`src/rtl/hdlc_pkg.sv`:
```
// Shared constants and types for the HDLC receive deframer and its detector.
package hdlc_pkg;

    localparam int unsigned DET_W  = 10;
    localparam int unsigned S_RUN0 = 0;
    localparam int unsigned S_RUN1 = 1;
    localparam int unsigned S_RUN2 = 2;
    localparam int unsigned S_RUN3 = 3;
    localparam int unsigned S_RUN4 = 4;
    localparam int unsigned S_RUN5 = 5;
    localparam int unsigned S_RUN6 = 6;
    localparam int unsigned S_ERR  = 7;
    localparam int unsigned S_DISC = 8;
    localparam int unsigned S_FLAG = 9;

    localparam logic [DET_W-1:0] DET_RESET = 10'b00_0000_0001;

    localparam logic [1:0] ERR_NONE  = 2'b00;
    localparam logic [1:0] ERR_ABORT = 2'b01;
    localparam logic [1:0] ERR_ALIGN = 2'b10;
    localparam logic [1:0] ERR_SIZE  = 2'b11;

    typedef enum logic [1:0] {
        HUNT,
        SYNC,
        FRAME
    } ctrl_state_t;

    typedef enum logic [2:0] {
        BC_DATA,
        BC_STUFF,
        BC_FLAG,
        BC_ABORT,
        BC_IGNORE
    } bit_class_t;

    // Abort is reported only on entry to the error state; further ones are ignored.
    function automatic bit_class_t classify(input logic flag_n, input logic err_n,
                                            input logic disc_n, input logic err_s);
        if (flag_n)
            return BC_FLAG;
        else if (err_n && !err_s)
            return BC_ABORT;
        else if (disc_n)
            return BC_STUFF;
        else if (err_n)
            return BC_IGNORE;
        else
            return BC_DATA;
    endfunction

endpackage

```
`src/rtl/hdlc_bit_detector.sv`:
```
// One-hot flag / stuffed-zero / abort detector, advanced once per accepted bit.
module hdlc_bit_detector
    import hdlc_pkg::*;
(
    input  logic             clk,
    input  logic             resetn,
    input  logic             in_bit,
    input  logic             in_valid,
    output logic [DET_W-1:0] state,
    output logic [DET_W-1:0] next_state
);

    always_comb begin
        next_state = '0;
        next_state[S_RUN0] = !in_bit & (state[S_RUN0] | state[S_RUN1] | state[S_RUN2] |
                                        state[S_RUN3] | state[S_RUN4] | state[S_ERR]  |
                                        state[S_DISC] | state[S_FLAG]);
        next_state[S_RUN1] = in_bit & (state[S_RUN0] | state[S_DISC] | state[S_FLAG]);
        for (int unsigned k = S_RUN2; k <= S_RUN6; k++)
            next_state[k] = in_bit & state[k-1];
        next_state[S_ERR]  = in_bit & (state[S_RUN6] | state[S_ERR]);
        next_state[S_DISC] = !in_bit & state[S_RUN5];
        next_state[S_FLAG] = !in_bit & state[S_RUN6];
    end

    always_ff @(posedge clk) begin
        if (!resetn)
            state <= DET_RESET;
        else if (in_valid)
            state <= next_state;
    end

endmodule

```
`src/rtl/hdlc_rx_deframer.sv`:
```
// HDLC receive deframer: destuffs, strips flags and emits LSB-first bytes with
// SOP/EOP/abort markers. One byte is held back so EOP can ride on the last byte.
module hdlc_rx_deframer
    import hdlc_pkg::*;
#(
    parameter int unsigned MAX_BYTES = 1024
) (
    input  logic       clk,
    input  logic       resetn,
    input  logic       in_bit,
    input  logic       in_valid,
    output logic [7:0] out_data,
    output logic       out_valid,
    output logic       out_sop,
    output logic       out_eop,
    output logic       out_abort,
    output logic [1:0] out_err,
    output logic       out_hunt
);

    localparam int unsigned          CNT_W   = $clog2(MAX_BYTES + 1);
    localparam logic [CNT_W-1:0]     MAX_CNT = CNT_W'(MAX_BYTES);

    logic [DET_W-1:0] det_state;
    logic [DET_W-1:0] det_next;
    logic             det_unused;
    bit_class_t       cls;

    ctrl_state_t      ctrl;
    logic [6:0]       dly;
    logic [2:0]       fill;
    logic             commit;
    logic             commit_bit;
    logic [7:0]       shreg;
    logic [7:0]       new_byte;
    logic [2:0]       bit_cnt;
    logic [CNT_W-1:0] byte_cnt;
    logic [7:0]       hold;
    logic             hold_full;
    logic             first;

    hdlc_bit_detector u_det (
        .clk        (clk),
        .resetn     (resetn),
        .in_bit     (in_bit),
        .in_valid   (in_valid),
        .state      (det_state),
        .next_state (det_next)
    );

    assign det_unused = ^{det_state, det_next};
    assign cls        = classify(det_next[S_FLAG], det_next[S_ERR], det_next[S_DISC],
                                 det_state[S_ERR]);
    assign commit     = in_valid && (cls == BC_DATA) && (fill == 3'd7);
    assign commit_bit = dly[6];
    assign new_byte   = {commit_bit, shreg[7:1]};

    // Seven-bit delay so the leading 0111111 of a flag never reaches the byte path.
    always_ff @(posedge clk) begin
        if (!resetn) begin
            dly  <= '0;
            fill <= '0;
        end else if (in_valid) begin
            case (cls)
                BC_DATA: begin
                    dly <= {dly[5:0], in_bit};
                    if (fill != 3'd7)
                        fill <= fill + 3'd1;
                end
                BC_FLAG, BC_ABORT: begin
                    dly  <= '0;
                    fill <= '0;
                end
                default: ;
            endcase
        end
    end

    always_ff @(posedge clk) begin
        if (!resetn) begin
            ctrl      <= HUNT;
            shreg     <= '0;
            bit_cnt   <= '0;
            byte_cnt  <= '0;
            hold      <= '0;
            hold_full <= 1'b0;
            first     <= 1'b0;
            out_data  <= '0;
            out_valid <= 1'b0;
            out_sop   <= 1'b0;
            out_eop   <= 1'b0;
            out_abort <= 1'b0;
            out_err   <= ERR_NONE;
            out_hunt  <= 1'b1;
        end else begin
            out_valid <= 1'b0;
            out_sop   <= 1'b0;
            out_eop   <= 1'b0;
            out_abort <= 1'b0;
            out_err   <= ERR_NONE;
            if (in_valid) begin
                case (ctrl)
                    HUNT: begin
                        if (cls == BC_FLAG) begin
                            ctrl     <= SYNC;
                            out_hunt <= 1'b0;
                        end
                    end
                    SYNC: begin
                        if (cls == BC_ABORT) begin
                            ctrl     <= HUNT;
                            out_hunt <= 1'b1;
                        end else if (commit) begin
                            ctrl    <= FRAME;
                            shreg   <= new_byte;
                            bit_cnt <= 3'd1;
                            first   <= 1'b1;
                        end
                    end
                    FRAME: begin
                        if (cls == BC_FLAG || cls == BC_ABORT) begin
                            if (cls == BC_ABORT) begin
                                out_abort <= 1'b1;
                                out_err   <= ERR_ABORT;
                                ctrl      <= HUNT;
                                out_hunt  <= 1'b1;
                            end else begin
                                ctrl <= SYNC;
                                if (bit_cnt != 3'd0) begin
                                    out_abort <= 1'b1;
                                    out_err   <= ERR_ALIGN;
                                end else if (hold_full) begin
                                    out_data  <= hold;
                                    out_valid <= 1'b1;
                                    out_sop   <= first;
                                    out_eop   <= 1'b1;
                                end
                            end
                            bit_cnt   <= '0;
                            byte_cnt  <= '0;
                            hold      <= '0;
                            hold_full <= 1'b0;
                            first     <= 1'b0;
                        end else if (commit) begin
                            shreg   <= new_byte;
                            bit_cnt <= bit_cnt + 3'd1;
                            if (bit_cnt == 3'd7) begin
                                if (byte_cnt >= MAX_CNT) begin
                                    out_abort <= 1'b1;
                                    out_err   <= ERR_SIZE;
                                    ctrl      <= HUNT;
                                    out_hunt  <= 1'b1;
                                    bit_cnt   <= '0;
                                    byte_cnt  <= '0;
                                    hold      <= '0;
                                    hold_full <= 1'b0;
                                    first     <= 1'b0;
                                end else begin
                                    byte_cnt  <= byte_cnt + 1'b1;
                                    hold      <= new_byte;
                                    hold_full <= 1'b1;
                                    if (hold_full) begin
                                        out_data  <= hold;
                                        out_valid <= 1'b1;
                                        out_sop   <= first;
                                        first     <= 1'b0;
                                    end
                                end
                            end
                        end
                    end
                    default: begin
                        ctrl     <= HUNT;
                        out_hunt <= 1'b1;
                    end
                endcase
            end
        end
    end

endmodule

```
`config.mk`:
```
export PLATFORM = sky130hd
export DESIGN_NAME = hdlc_rx_deframer
export DESIGN_NICKNAME = d
export VERILOG_FILES = /design/src/rtl/hdlc_pkg.sv /design/src/rtl/hdlc_bit_detector.sv /design/src/rtl/hdlc_rx_deframer.sv
export SDC_FILE = /design/constraint.sdc
export NUM_CORES = 1
export LEC_CHECK = 0
export CORE_MARGIN = 8
export CORE_UTILIZATION = 50
export DETAILED_ROUTE_END_ITERATION = 16
export PLACE_DENSITY = 0.67
export SLEW_MARGIN = 20
export SYNTH_ARGS = -nofsm -noshare
export SYNTH_HDL_FRONTEND = slang
export SYNTH_SLANG_ARGS = --single-unit
```
`constraint.sdc`:
```
create_clock -name clk -period 5 [get_ports clk]
set_input_delay 1 -clock clk [delete_from_list [all_inputs] [get_ports clk]]
set_output_delay 1 -clock clk [all_outputs]
set_load 0.03 [all_outputs]
```
==> out/summary.log, run 1 <==
qor: yosys.post_synth_xor_area_fraction 0%
qor: yosys.synth_area_per_cell 8.20 um2
qor: yosys.synth_area_leaders sky130_fd_sc_hd__dfxtp_1 (44%), sky130_fd_sc_hd__a21oi_1 (9.2%), sky130_fd_sc_hd__nand3_1 (5.3%), sky130_fd_sc_hd__nand2_1 (5.0%), sky130_fd_sc_hd__o21ai_0 (4.8%)
qor: worst_setup_path.slowest_delay 0.72 ns
qor: yosys.synth_top_area_share 43.9%
qor: clock_network.path_clk_slew 0.08 ns
qor: clock_network.clk_latency 0.33 ns
qor: clock_network.cts_tree done
qor: yosys.synth.mux.area_fraction 1.57%
qor: die.row_count 28
qor: yosys.ys_types 51
qor: yosys.synth_ff_type sky130_fd_sc_hd__dfxtp_1
qor: timing.slew_headroom 30.9%
qor: yosys.synth-edff-count 0
qor: yosys.ys_ff_latch 68
qor: global_route.number_of_antenna_violations_at_the_first_check_in_global_routing 0
qor: timing.fin_crit_sh 62.5%
qor: die.initial_core_util 52.1%
qor: power_and_ir_drop.static_leakage 1.16 nW
qor: power_and_ir_drop.power_per_cell_area 307 mW/mm2
qor: worst_setup_path.critPathRequiredTime 5.22 ns
qor: die.dieWidth 94.7 um
qor: worst_setup_path.start_of_the_worst_register_to_register_path u_det.state[6]$_SDFFE_PN0P_
qor: clock_network.cts_repair_resizes 0
qor: routing.drt.antenna.violating_nets 0
qor: yosys.post_synth_inst_count 378
qor: global_route.grt_max_degree 34
qor: timing.worst-slew-pin-transition 1.04 ns
qor: placed_design.port_buffers 18
qor: timing.unrepaired_setup_endpoints_after_global_routing no
qor: worst_setup_path.reg2regPathDepth 4
qor: yosys.synth_compound_gate_area_share 24.8%
qor: worst_setup_path.crit_cells 5
qor: cells_and_area.layout-area-overhead-vs-synth 14.0%
qor: timing.final-max-slew-violation-count 0
qor: worst_setup_path.worst_r2r_endpoint out_hunt$_SDFFE_PN1P_
qor: clock_network.cts_post_setup_buffers_inserted 0
qor: timing.finalSetupViolations 0
qor: worst_setup_path.worstSetupEndpoint out_hunt$_SDFFE_PN1P_
qor: cells_and_area.num-fill-cells 554
qor: clock_network.cts-buffers-inserted 9
qor: routing.detail_route.wl_per_cell 15.8 um
qor: worst_setup_path.critical-path-slowest-cell sky130_fd_sc_hd__clkdlybuf4s50_1
qor: timing.clock-skew-final 0.00860 ns
qor: placed_design.place.gp.congestion 0.945
qor: worst_setup_path.critPathKind input port to flip-flop
qor: hold_path.class_of_the_worst_hold_path flip-flop to flip-flop
qor: die.core_area 0.00596 mm2
qor: routing.vias 2,811
qor: worst_setup_path.setup.worst_path.end_class flip-flop
qor: yosys.yosysWarningCount 0
qor: worst_setup_path.critical_path.n_buffers_inverters 1
qor: placed_design.dp_hpwl 5.01 mm
qor: global_route.grtUsageTotal 16.9%
qor: timing.timing.setup.tns 0 ns
qor: routing.drc 0
qor: flow_run.cap_violations 0
qor: die.die_area 0.00898 mm2
qor: yosys.asyncSetResetFlopFracSynth 0%
qor: worst_setup_path.critPathTopFamily compound AO/OA/AOI/OAI gates
qor: clock_network.root_buffer sky130_fd_sc_hd__clkbuf_8
qor: yosys.ys_seq_area_share 43.9%
qor: worst_setup_path.timing.critical_path.from in_bit
qor: timing.final.min_clock_period 3.13 ns
qor: die.fp.dieH 94.7 um
qor: yosys.simple_gate_fraction_of_synth_area 22.5%
qor: routing.avgViaCountPerCell 6.01
qor: cells_and_area.diodes 0
qor: worst_setup_path.reg2reg_setup_slack 2.65 ns
qor: worst_setup_path.startpoint_type_of_the_worst_setup_path input port
qor: cells_and_area.post_route_cells_drive_above_1_share 6.36%
qor: cells_and_area.design.final.nets 399
qor: timing.timing.final.hold_violations 0
qor: routing.postRouteWirelength 7.38 mm
qor: routing.violation_count_after_the_first_detailed_routing_iteration 195
qor: global_route.grt_first_pass_wirelength 12.2 mm
qor: yosys.syn-cell-area 0.00310 mm2
qor: worst_setup_path.worst_path_most_repeated_cell sky130_fd_sc_hd__a221o_1
qor: timing.clock.fmax 320 MHz
qor: die.design.portCount 19
qor: clock_network.clock_sink_count 68
qor: worst_setup_path.worst-endpoint-arrival 3.35 ns
qor: yosys.synth_top_family_by_area compound AO/OA/AOI/OAI gates
qor: power_and_ir_drop.maximum_vdd_drop 0.220 mV
qor: run_status.run_status completed
qor: global_route.leftover_overflow_at_the_end_of_global_routing 0
qor: clock_network.htreeDepth 3
qor: routing.dr.pass1.iters 4
qor: yosys.synthDominantAreaCellType sky130_fd_sc_hd__dfxtp_1
qor: clock_network.hold_buffers 0
qor: worst_setup_path.crit_fanout 18
qor: timing.hold_ws 0.457 ns
qor: yosys.syn-num-nets 389
qor: worst_setup_path.crit_chain clkdlybuf4s50_1, a21boi_1, nor2b_1, a221o_1, a221o_1
qor: yosys.yosys.area_share.adder 2.82%
qor: clock_network.max-clock-path-buffers 2
qor: global_route.grt_pass1_vias 2,486
## cell usage in the layout (no fill, tap or decap), drive strengths merged, types with 9 or more instances in the layout
| cell type | n |
|---|---|
| nand3 | 33 |
| nor2 | 12 |
| inv | 10 |
| o21ai | 33 |
| dfxtp | 68 |
| nand2 | 41 |
| nand4 | 10 |
| clkdlybuf4s50 | 18 |
| clkbuf | 10 |
| a21oi | 57 |
| o31ai | 9 |
## metrics by stage
step                cells  util, %  cell area [um2]  power, W  worst slack [ns]
floorplan             378        -             3100  0.000587              2.46
global placement      452     55.6             3310  0.000595              1.55
detailed placement    452     55.6             3310  0.000596              1.51
CTS                   468     59.4             3540   0.00110              1.87
global route          468     59.4             3540   0.00113              1.62
finish                468     59.4             3540   0.00108              1.87
## routing by layer
layer / track usage [%] / wire length (um) / share of wire [%] / up-vias
li1: - / - / - / 1415
met1: 22.4 / 3470 / 47 / 1309
met2: 26.4 / 3400 / 46 / 80
met3: 3.49 / 434 / 5.9 / 7
met4: 6.24 / 70 / 0.95 / 0
met5: 0 / 0 / 0 / -
## how the worst min path moves through the flow
stage | slack [ns] | from | depth (start not counted) | end
6_report | 0.46 | dly[3]$_SDFFE_PN0P_ | 2 | dly[3]$_SDFFE_PN0P_
5_1_grt | 0.49 | dly[5]$_SDFFE_PN0P_ | 2 | dly[5]$_SDFFE_PN0P_
4_1_cts | 0.46 | dly[3]$_SDFFE_PN0P_ | 2 | dly[3]$_SDFFE_PN0P_
3_5_place_dp | 0.45 | dly[3]$_SDFFE_PN0P_ | 2 | dly[3]$_SDFFE_PN0P_
3_3_place_gp | 0.44 | dly[5]$_SDFFE_PN0P_ | 2 | dly[5]$_SDFFE_PN0P_
2_1_floorplan | 0.43 | dly[2]$_SDFFE_PN0P_ | 2 | dly[2]$_SDFFE_PN0P_
## kinds of logic after synthesis
| family | after synthesis |
|---|---|
| fa+ha+maj | 7 |
| simple gates | 136 |
| compound gates | 130 |
| mux | 4 |
| flops | 68 |
| buf+inv | 33 |
## cell usage after synthesis, drive strengths merged, types with 7 or more instances
library cell,count
a21oi,57
nand3,33
buf,9
nor2,12
ha,7
o21ai,33
dfxtp,68
clkbuf,14
o31ai,9
nand4,10
a31oi,7
and3,7
inv,10
nand2,41
## power breakdown
part           internal, W  switching [W]
clock             0.000294       0.000207
sequential        0.000546     0.00000277
combinational    0.0000113      0.0000229
## cell type report
type	instances	area, um2	share of cell area [%]
multi-input combinational	277	1610	45.5
sequential	68	1360	38.5
timing repair buffer	22	210	5.94
clock buffer	10	138	3.89
tap	75	93.8	2.65
clock inverter	6	87.6	2.48
inverter	10	37.5	1.06
## registers in the layout (all words and copies together) (netlist names), 2 cells and up
signal,cells
dly,7
hold,8
ctrl,2
byte_cnt,11
out_data,8
u_det.state,10
fill,3
bit_cnt,3
out_err,2
shreg,7
## worst reg2reg max path, cell delays in order (launching register included)
cell                       delay [ns]
sky130_fd_sc_hd__dfxtp_1         0.68
sky130_fd_sc_hd__a21boi_1        0.61
sky130_fd_sc_hd__nor2b_1         0.25
sky130_fd_sc_hd__a221o_1         0.38
sky130_fd_sc_hd__a221o_1         0.33
Power figures use the tool's default switching activity.
==> inputs of run 2 (changes only) <==
- clock period: 5 -> 2.9 ns (I/O delays scaled with it)
==> run 2 against run 1 <==
Effect of this change: clock-buffer cell count did not move; sequential share of layout area fell by 0.54 points; setup slack got worse by 1.3 ns.
==> out/summary.log, run 2 (synthesis results as in run 1) <==
qor: power_and_ir_drop.pwr-share-seq 56.9% [+6.3 points]
qor: global_route.number_of_antenna_violations_at_the_first_check_in_global_routing 0 [unchanged]
qor: routing.drc 0 [unchanged]
qor: cells_and_area.final_core_util 60.2% [+0.84 points]
qor: routing.avgViaCountPerCell 5.85 [-2.5%]
qor: worst_setup_path.startpoint_type_of_the_worst_setup_path input port
qor: clock_network.cts_post_setup_buffers_inserted 0 [unchanged]
qor: power_and_ir_drop.maximum_vdd_drop 0.316 mV [+44%]
qor: timing.worst-slew-pin-transition 0.691 ns [-0.345 ns]
qor: routing.vias 2,816 [+0.18%]
qor: global_route.grt_first_pass_wirelength 12.0 mm [-1.2%]
qor: placed_design.placed_cell_area 0.00343 mm2 [+3.6%]
qor: power_and_ir_drop.switching_power 0.000397 W [+70%]
qor: timing.final-max-slew-violation-count 0 [unchanged]
qor: run_status.run_status completed
qor: cells_and_area.biggestRegsByFlops byte_cnt: 11 flops, u_det.state: 10 flops
qor: die.die_area 0.00898 mm2 [unchanged]
qor: clock_network.max-clock-path-buffers 2 [unchanged]
qor: die.row_count 28 [unchanged]
qor: cells_and_area.layout-area-overhead-vs-synth 15.7%
qor: global_route.leftover_overflow_at_the_end_of_global_routing 0 [unchanged]
qor: clock_network.root_buffer sky130_fd_sc_hd__clkbuf_8
qor: power_and_ir_drop.p_int 0.00127 W [+49%]
qor: cells_and_area.most_common_cell_after_layout_fill_and_taps_aside sky130_fd_sc_hd__dfxtp_1
qor: global_route.grt_max_degree 33 [-2.9%]
qor: cells_and_area.largest_register_ff_count 11 [unchanged]
qor: power_and_ir_drop.report.power.total 0.00166 W [+53%]
qor: worst_setup_path.worst_path_most_repeated_cell sky130_fd_sc_hd__a221o_1
qor: routing.postRouteWirelength 7.33 mm [-0.65%]
qor: placed_design.dp_hpwl 5.15 mm [+2.8%]
qor: clock_network.hold_buffers 0 [unchanged]
qor: global_route.grt_pass1_vias 2,497 [+0.44%]
qor: power_and_ir_drop.power.clock.fraction 39.2% [-7.1 points]
qor: worst_setup_path.setup.worst_path.end_class flip-flop
qor: timing.unrepaired_setup_endpoints_after_global_routing no
qor: cells_and_area.top_reg_by_flops byte_cnt
qor: clock_network.clk_latency 0.34 ns [about the same]
qor: global_route.grtUsageTotal 16.9% [-0.019 points]
qor: die.fp.dieH 94.7 um [unchanged]
qor: power_and_ir_drop.comb_power_share 3.9% [+0.7 points]
qor: power_and_ir_drop.static_leakage 1.19 nW [+2.7%]
qor: routing.violation_count_after_the_first_detailed_routing_iteration 159 [-18%]
qor: worst_setup_path.critPathRequiredTime 3.13 ns [-2.09 ns]
qor: worst_setup_path.crit_fanout 7 [-11]
qor: die.design.portCount 19 [unchanged]
qor: worst_setup_path.critical-path-slowest-cell sky130_fd_sc_hd__clkdlybuf4s50_1
qor: clock_network.cts_tree done
qor: worst_setup_path.slowest_delay 0.61 ns [-0.11 ns]
qor: worst_setup_path.crit_chain clkdlybuf4s50_1, mux2_4, or3_1, a221o_1, a221o_1
qor: timing.finalSetupViolations 0 [unchanged]
qor: timing.hold_ws 0.456 ns [-0.00105 ns]
qor: die.initial_core_util 52.1% [unchanged]
qor: routing.detail_route.wl_per_cell 15.2 um [-3.3%]
qor: flow_run.cap_violations 0 [unchanged]
qor: timing.slew_headroom 53.7% [+23 points]
qor: die.dieWidth 94.7 um [unchanged]
qor: power_and_ir_drop.power_per_cell_area 464 mW/mm2 [+51%]
qor: hold_path.class_of_the_worst_hold_path flip-flop to flip-flop
qor: cells_and_area.design.final.nets 413 [+3.5%]
qor: cells_and_area.diodes 0 [unchanged]
qor: cells_and_area.final_area 0.00359 mm2 [+1.4%]
qor: timing.fin_crit_sh 80.7%
qor: clock_network.cts_repair_resizes 0 [unchanged]
qor: placed_design.place.gp.congestion 0.991 [+4.9%]
qor: timing.clock-skew-final 0.00789 ns [-0.000708 ns]
qor: cells_and_area.post_route_cells_drive_above_1_share 9.11% [+2.8 points]
qor: clock_network.path_clk_slew 0.08 ns [about the same]
qor: clock_network.htreeDepth 3 [unchanged]
qor: worst_setup_path.critPathKind input port to flip-flop
qor: routing.dr.pass1.iters 4 [unchanged]
qor: clock_network.clock_sink_count 68 [unchanged]
qor: timing.timing.setup.tns 0 ns [unchanged]
qor: routing.drt.antenna.violating_nets 0 [unchanged]
qor: timing.clock.fmax 427 MHz
qor: clock_network.cts-buffers-inserted 9 [unchanged]
qor: worst_setup_path.worst-endpoint-arrival 2.57 ns [-0.78 ns]
qor: cells_and_area.layout_common_cells sky130_fd_sc_hd__dfxtp_1 (68), sky130_fd_sc_hd__a21oi_1 (57), sky130_fd_sc_hd__nand2_1 (41)
qor: placed_design.port_buffers 18 [unchanged]
qor: timing.final.min_clock_period 2.34 ns
qor: timing.timing.final.hold_violations 0 [unchanged]
qor: die.core_area 0.00596 mm2 [unchanged]
qor: power_and_ir_drop.netSwitchingFraction 23.8% [+2.4 points]
## run 2: changes by cell type in the layout (fill, tap and decap cells not counted), sizes merged
cell	delta
clkinvlp	+2
clkinv	-1
buf	+14
bufinv	-2
## run 2: final timing paths
check	cells past startpoint	endpoint	slack (ns)	from
hold reg to reg	2	dly[4]$_SDFFE_PN0P_	0.46	dly[4]$_SDFFE_PN0P_
setup reg to reg	6	byte_cnt[6]$_SDFFE_PN0P_	0.68	fill[0]$_SDFFE_PN0P_
hold / removal	2	dly[4]$_SDFFE_PN0P_	0.46	dly[4]$_SDFFE_PN0P_
setup / recovery	5	out_hunt$_SDFFE_PN1P_	0.56	in_bit
## run 2: power groups by stage
stage / logic, W / registers (W) / clock network [W]
2_1_floorplan: 0.0000460 / 0.000967 / 0
3_3_place_gp: 0.0000640 / 0.000968 / 0
3_5_place_dp: 0.0000648 / 0.000968 / 0
4_1_cts: 0.0000649 / 0.000946 / 0.000670
5_1_grt: 0.0000717 / 0.000947 / 0.000703
6_report: 0.0000651 / 0.000947 / 0.000652
## run 2: final cells by class
type	count	area [um2]
clock buffers	10	128
inverters	10	37.5
fillers	574	2370
clock inverters	5	30.0
flip-flops and latches	68	1360
well taps	75	93.8
repair buffers	36	328
multi-input cells	277	1610
## run 2: worst max-delay path, delay by kind of cell
family	cells	cell delay (ns)
AOI/OAI and AO/OA	2	0.63
buffers and inverters	1	0.61
muxes	1	0.37
and+or+nand+nor	1	0.38
## run 2: routing by layer
layer  vias to the layer above  global-route usage (%)  part of all wire [%]
li1                       1443                       -                     -
met1                      1308                    22.3                    48
met2                        56                    26.1                    45
met3                         9                    3.25                   5.1
met4                         0                    7.41                   1.4
met5                         -                       0                     0
## run 2: metrics by stage
| stage | std cells | setup WS (ns) |
|---|---|---|
| after floorplan | 378 | 0.784 |
| after global placement | 466 | 0.233 |
| after detailed placement | 466 | 0.201 |
| after CTS | 481 | 0.573 |
| after global routing | 481 | 0.503 |
| final | 481 | 0.560 |
==> inputs of run 3 (changes only) <==
- PLACE_DENSITY: 0.67 -> 0.7
- clock period: 2.9 -> 2.1 ns (I/O delays scaled with it)
==> run 3 against run 2 <==
Effect of this change: global-route usage grew 1.4 points; via count rose by 5.1%; combinational power rose by 52%; die area unchanged; largest power group unchanged; hold slack worse by 0.00093 ns; non-clock buffer count up 28.
==> out/summary.log, run 3 (synthesis results as in run 1) <==
qor: run_status.run_status completed
qor: clock_network.max-clock-path-buffers 2 [unchanged]
qor: die.fp.dieH 94.7 um [unchanged]
qor: cells_and_area.design.final.nets 441 [+6.8%]
qor: cells_and_area.biggestRegsByFlops byte_cnt: 11 flops, u_det.state: 10 flops
qor: die.die_area 0.00898 mm2 [unchanged]
qor: clock_network.root_buffer sky130_fd_sc_hd__clkbuf_8
qor: routing.drt.antenna.violating_nets 0 [unchanged]
qor: worst_setup_path.worst_r2r_endpoint shreg[6]$_SDFFE_PN0P_
qor: worst_setup_path.startpoint_type_of_the_worst_setup_path input port
qor: timing.worst-slew-pin-transition 0.414 ns [-0.277 ns]
qor: timing.clock-skew-final 0.00724 ns [-0.000647 ns]
qor: power_and_ir_drop.maximum_vdd_drop 0.549 mV [+73%]
qor: worst_setup_path.crit_chain clkdlybuf4s50_1, buf_4, mux2i_2, nand3_1, or4_1, a31oi_1
qor: power_and_ir_drop.comb_power_share 4.0% [about the same]
qor: cells_and_area.most_common_cell_after_layout_fill_and_taps_aside sky130_fd_sc_hd__dfxtp_1
qor: placed_design.place.gp.congestion 0.953 [-3.8%]
qor: placed_design.placed_cell_area 0.00364 mm2 [+6.1%]
qor: timing.final.min_clock_period 2.01 ns
qor: power_and_ir_drop.power.clock.fraction 43.6% [+4.4 points]
qor: routing.drc 0 [unchanged]
qor: cells_and_area.diodes 0 [unchanged]
qor: worst_setup_path.critical-path-slowest-cell sky130_fd_sc_hd__or4_1
qor: cells_and_area.post_route_cells_drive_above_1_share 15.6% [+6.5 points]
qor: power_and_ir_drop.switching_power 0.000598 W [+51%]
qor: global_route.grt_first_pass_wirelength 13.0 mm [+7.9%]
qor: placed_design.dp_hpwl 5.54 mm [+7.5%]
qor: cells_and_area.layout_common_cells sky130_fd_sc_hd__dfxtp_1 (68), sky130_fd_sc_hd__a21oi_1 (57), sky130_fd_sc_hd__buf_4 (45)
qor: worst_setup_path.reg2reg_setup_slack 0.13 ns [-0.55 ns]
qor: worst_setup_path.critPathKind input port to flip-flop
qor: clock_network.clk_latency 0.36 ns [+0.02 ns]
qor: placed_design.preCtsSetupSlack -0.271 ns [-0.471 ns]
qor: routing.avgViaCountPerCell 5.80 [-0.86%]
qor: worst_setup_path.critical_path.n_buffers_inverters 2 [+1]
qor: clock_network.cts_post_setup_buffers_inserted 0 [unchanged]
qor: timing.finalSetupViolations 0 [unchanged]
qor: routing.vias 2,960 [+5.1%]
qor: die.core_area 0.00596 mm2 [unchanged]
qor: timing.clock.fmax 498 MHz
qor: global_route.number_of_antenna_violations_at_the_first_check_in_global_routing 0 [unchanged]
qor: hold_path.class_of_the_worst_hold_path flip-flop to flip-flop
qor: global_route.grt_max_degree 23 [-30%]
qor: cells_and_area.largest_register_ff_count 11 [unchanged]
qor: worst_setup_path.reg2regPathDepth 7 [+1]
qor: routing.violation_count_after_the_first_detailed_routing_iteration 208 [+31%]
qor: clock_network.cts-buffers-inserted 9 [unchanged]
qor: timing.timing.setup.tns 0 ns [unchanged]
qor: flow_run.cap_violations 0 [unchanged]
qor: clock_network.clock_sink_count 68 [unchanged]
qor: worst_setup_path.start_of_the_worst_register_to_register_path fill[0]$_SDFFE_PN0P_
qor: clock_network.path_clk_slew 0.07 ns [about the same]
qor: timing.fin_crit_sh 95.6%
qor: die.design.portCount 19 [unchanged]
qor: cells_and_area.register_cell_area_after_layout 0.00136 mm2 [unchanged]
qor: timing.final-max-slew-violation-count 0 [unchanged]
qor: worst_setup_path.crit_fanout 4 [-3]
qor: routing.postRouteWirelength 7.70 mm [+5.0%]
qor: cells_and_area.final_core_util 64.5% [+4.2 points]
qor: clock_network.cts_repair_resizes 0 [unchanged]
qor: power_and_ir_drop.netSwitchingFraction 24.0% [+0.15 points]
qor: global_route.leftover_overflow_at_the_end_of_global_routing 0 [unchanged]
qor: placed_design.port_buffers 18 [unchanged]
qor: cells_and_area.layout-area-overhead-vs-synth 23.8%
qor: power_and_ir_drop.report.power.total 0.00249 W [+50%]
qor: timing.unrepaired_setup_endpoints_after_global_routing no
qor: timing.finalWorstSetupSlack 0.0915 ns [-0.469 ns]
qor: global_route.grtUsageTotal 18.3% [+1.4 points]
qor: power_and_ir_drop.p_int 0.00189 W [+50%]
qor: die.dieWidth 94.7 um [unchanged]
qor: worst_setup_path.crit_cells 6 [+1]
qor: global_route.grt_pass1_vias 2,793 [+12%]
qor: die.initial_core_util 52.1% [unchanged]
qor: timing.timing.final.hold_violations 0 [unchanged]
qor: power_and_ir_drop.pwr-share-seq 52.4% [-4.5 points]
qor: clock_network.cts_tree done
qor: timing.slew_headroom 71.7% [+18 points]
qor: routing.dr.pass1.iters 5 [+1]
qor: die.row_count 28 [unchanged]
qor: clock_network.hold_buffers 0 [unchanged]
qor: worst_setup_path.worstSetupEndpoint byte_cnt[8]$_SDFFE_PN0P_
qor: worst_setup_path.worst-endpoint-arrival 2.29 ns [-0.28 ns]
qor: worst_setup_path.timing.critical_path.from in_bit
qor: hold_path.worstHoldStart dly[5]$_SDFFE_PN0P_
qor: worst_setup_path.slowest_delay 0.54 ns [-0.07 ns]
qor: cells_and_area.multiInputGateArea 0.00161 mm2 [+0.16%]
qor: clock_network.htreeDepth 3 [unchanged]
qor: power_and_ir_drop.static_leakage 1.34 nW [+13%]
qor: worst_setup_path.critPathTopFamily simple AND/OR/NAND/NOR gates
qor: worst_setup_path.setup.worst_path.end_class flip-flop
qor: routing.detail_route.wl_per_cell 15.1 um [-0.92%]
qor: worst_setup_path.critPathRequiredTime 2.39 ns [-0.74 ns]
qor: cells_and_area.final_area 0.00384 mm2 [+7.0%]
qor: cells_and_area.num-fill-cells 539 [-6.1%]
qor: power_and_ir_drop.power_per_cell_area 649 mW/mm2 [+40%]
qor: cells_and_area.top_reg_by_flops byte_cnt
==> run 3: cell count changes in the layout (fill, tap and decap cells not counted), sizes merged <==
cell | before | now
buf | 18 | 46
bufinv | 0 | 1
inv | 10 | 12
clkbuf | 10 | 9
clkinvlp | 2 | 1
==> run 3: cell type report <==
type                            count  area share, %
Inverter                           10          0.978
Clock buffer                        9           3.23
Clock inverter                      7           1.92
Timing Repair Buffer               64           14.0
Sequential cell                    68           35.5
Tap cell                           75           2.44
Multi-Input combinational cell    277           41.9
==> run 3: worst register-to-register path, stage by stage, from the launching register on <==
cell,delay (ns)
sky130_fd_sc_hd__dfxtp_1,0.35
sky130_fd_sc_hd__ha_1,0.16
sky130_fd_sc_hd__ha_2,0.24
sky130_fd_sc_hd__nor2b_1,0.32
sky130_fd_sc_hd__nand3_1,0.21
sky130_fd_sc_hd__buf_4,0.21
sky130_fd_sc_hd__o31ai_1,0.28
sky130_fd_sc_hd__a21oi_1,0.10
==> run 3: worst min path at each step <==
stage	end	slack [ns]	cells after the start
after global placement	dly[5]$_SDFFE_PN0P_	0.44	2
final	dly[5]$_SDFFE_PN0P_	0.46	2
after CTS	dly[5]$_SDFFE_PN0P_	0.46	2
after floorplan	dly[2]$_SDFFE_PN0P_	0.43	2
after detailed placement	dly[5]$_SDFFE_PN0P_	0.45	2
after global routing	dly[2]$_SDFFE_PN0P_	0.48	2
==> run 3: metal layers <==
layer / vias up / track usage, % / part of all wire [%]
met5: - / 0 / 0
met4: 0 / 8.84 / 1.8
met3: 11 / 3.89 / 3.9
met2: 49 / 30.0 / 47
met1: 1390 / 22.3 / 47
li1: 1510 / - / -
==> run 3: power by group through the flow <==
stage | clock (W) | combinational (W) | sequential, W
3_3_place_gp | 0 | 0.0000970 | 0.00134
6_report | 0.00109 | 0.0000989 | 0.00131
4_1_cts | 0.00111 | 0.0000994 | 0.00131
2_1_floorplan | 0 | 0.0000635 | 0.00133
3_5_place_dp | 0 | 0.0000991 | 0.00134
5_1_grt | 0.00116 | 0.000111 | 0.00131
==> run 3: metrics by stage <==
step	instances	hold WS [ns]
floorplan	378	0.432
global placement	494	0.440
detailed placement	494	0.447
CTS	510	0.457
global route	510	0.482
finish	510	0.455
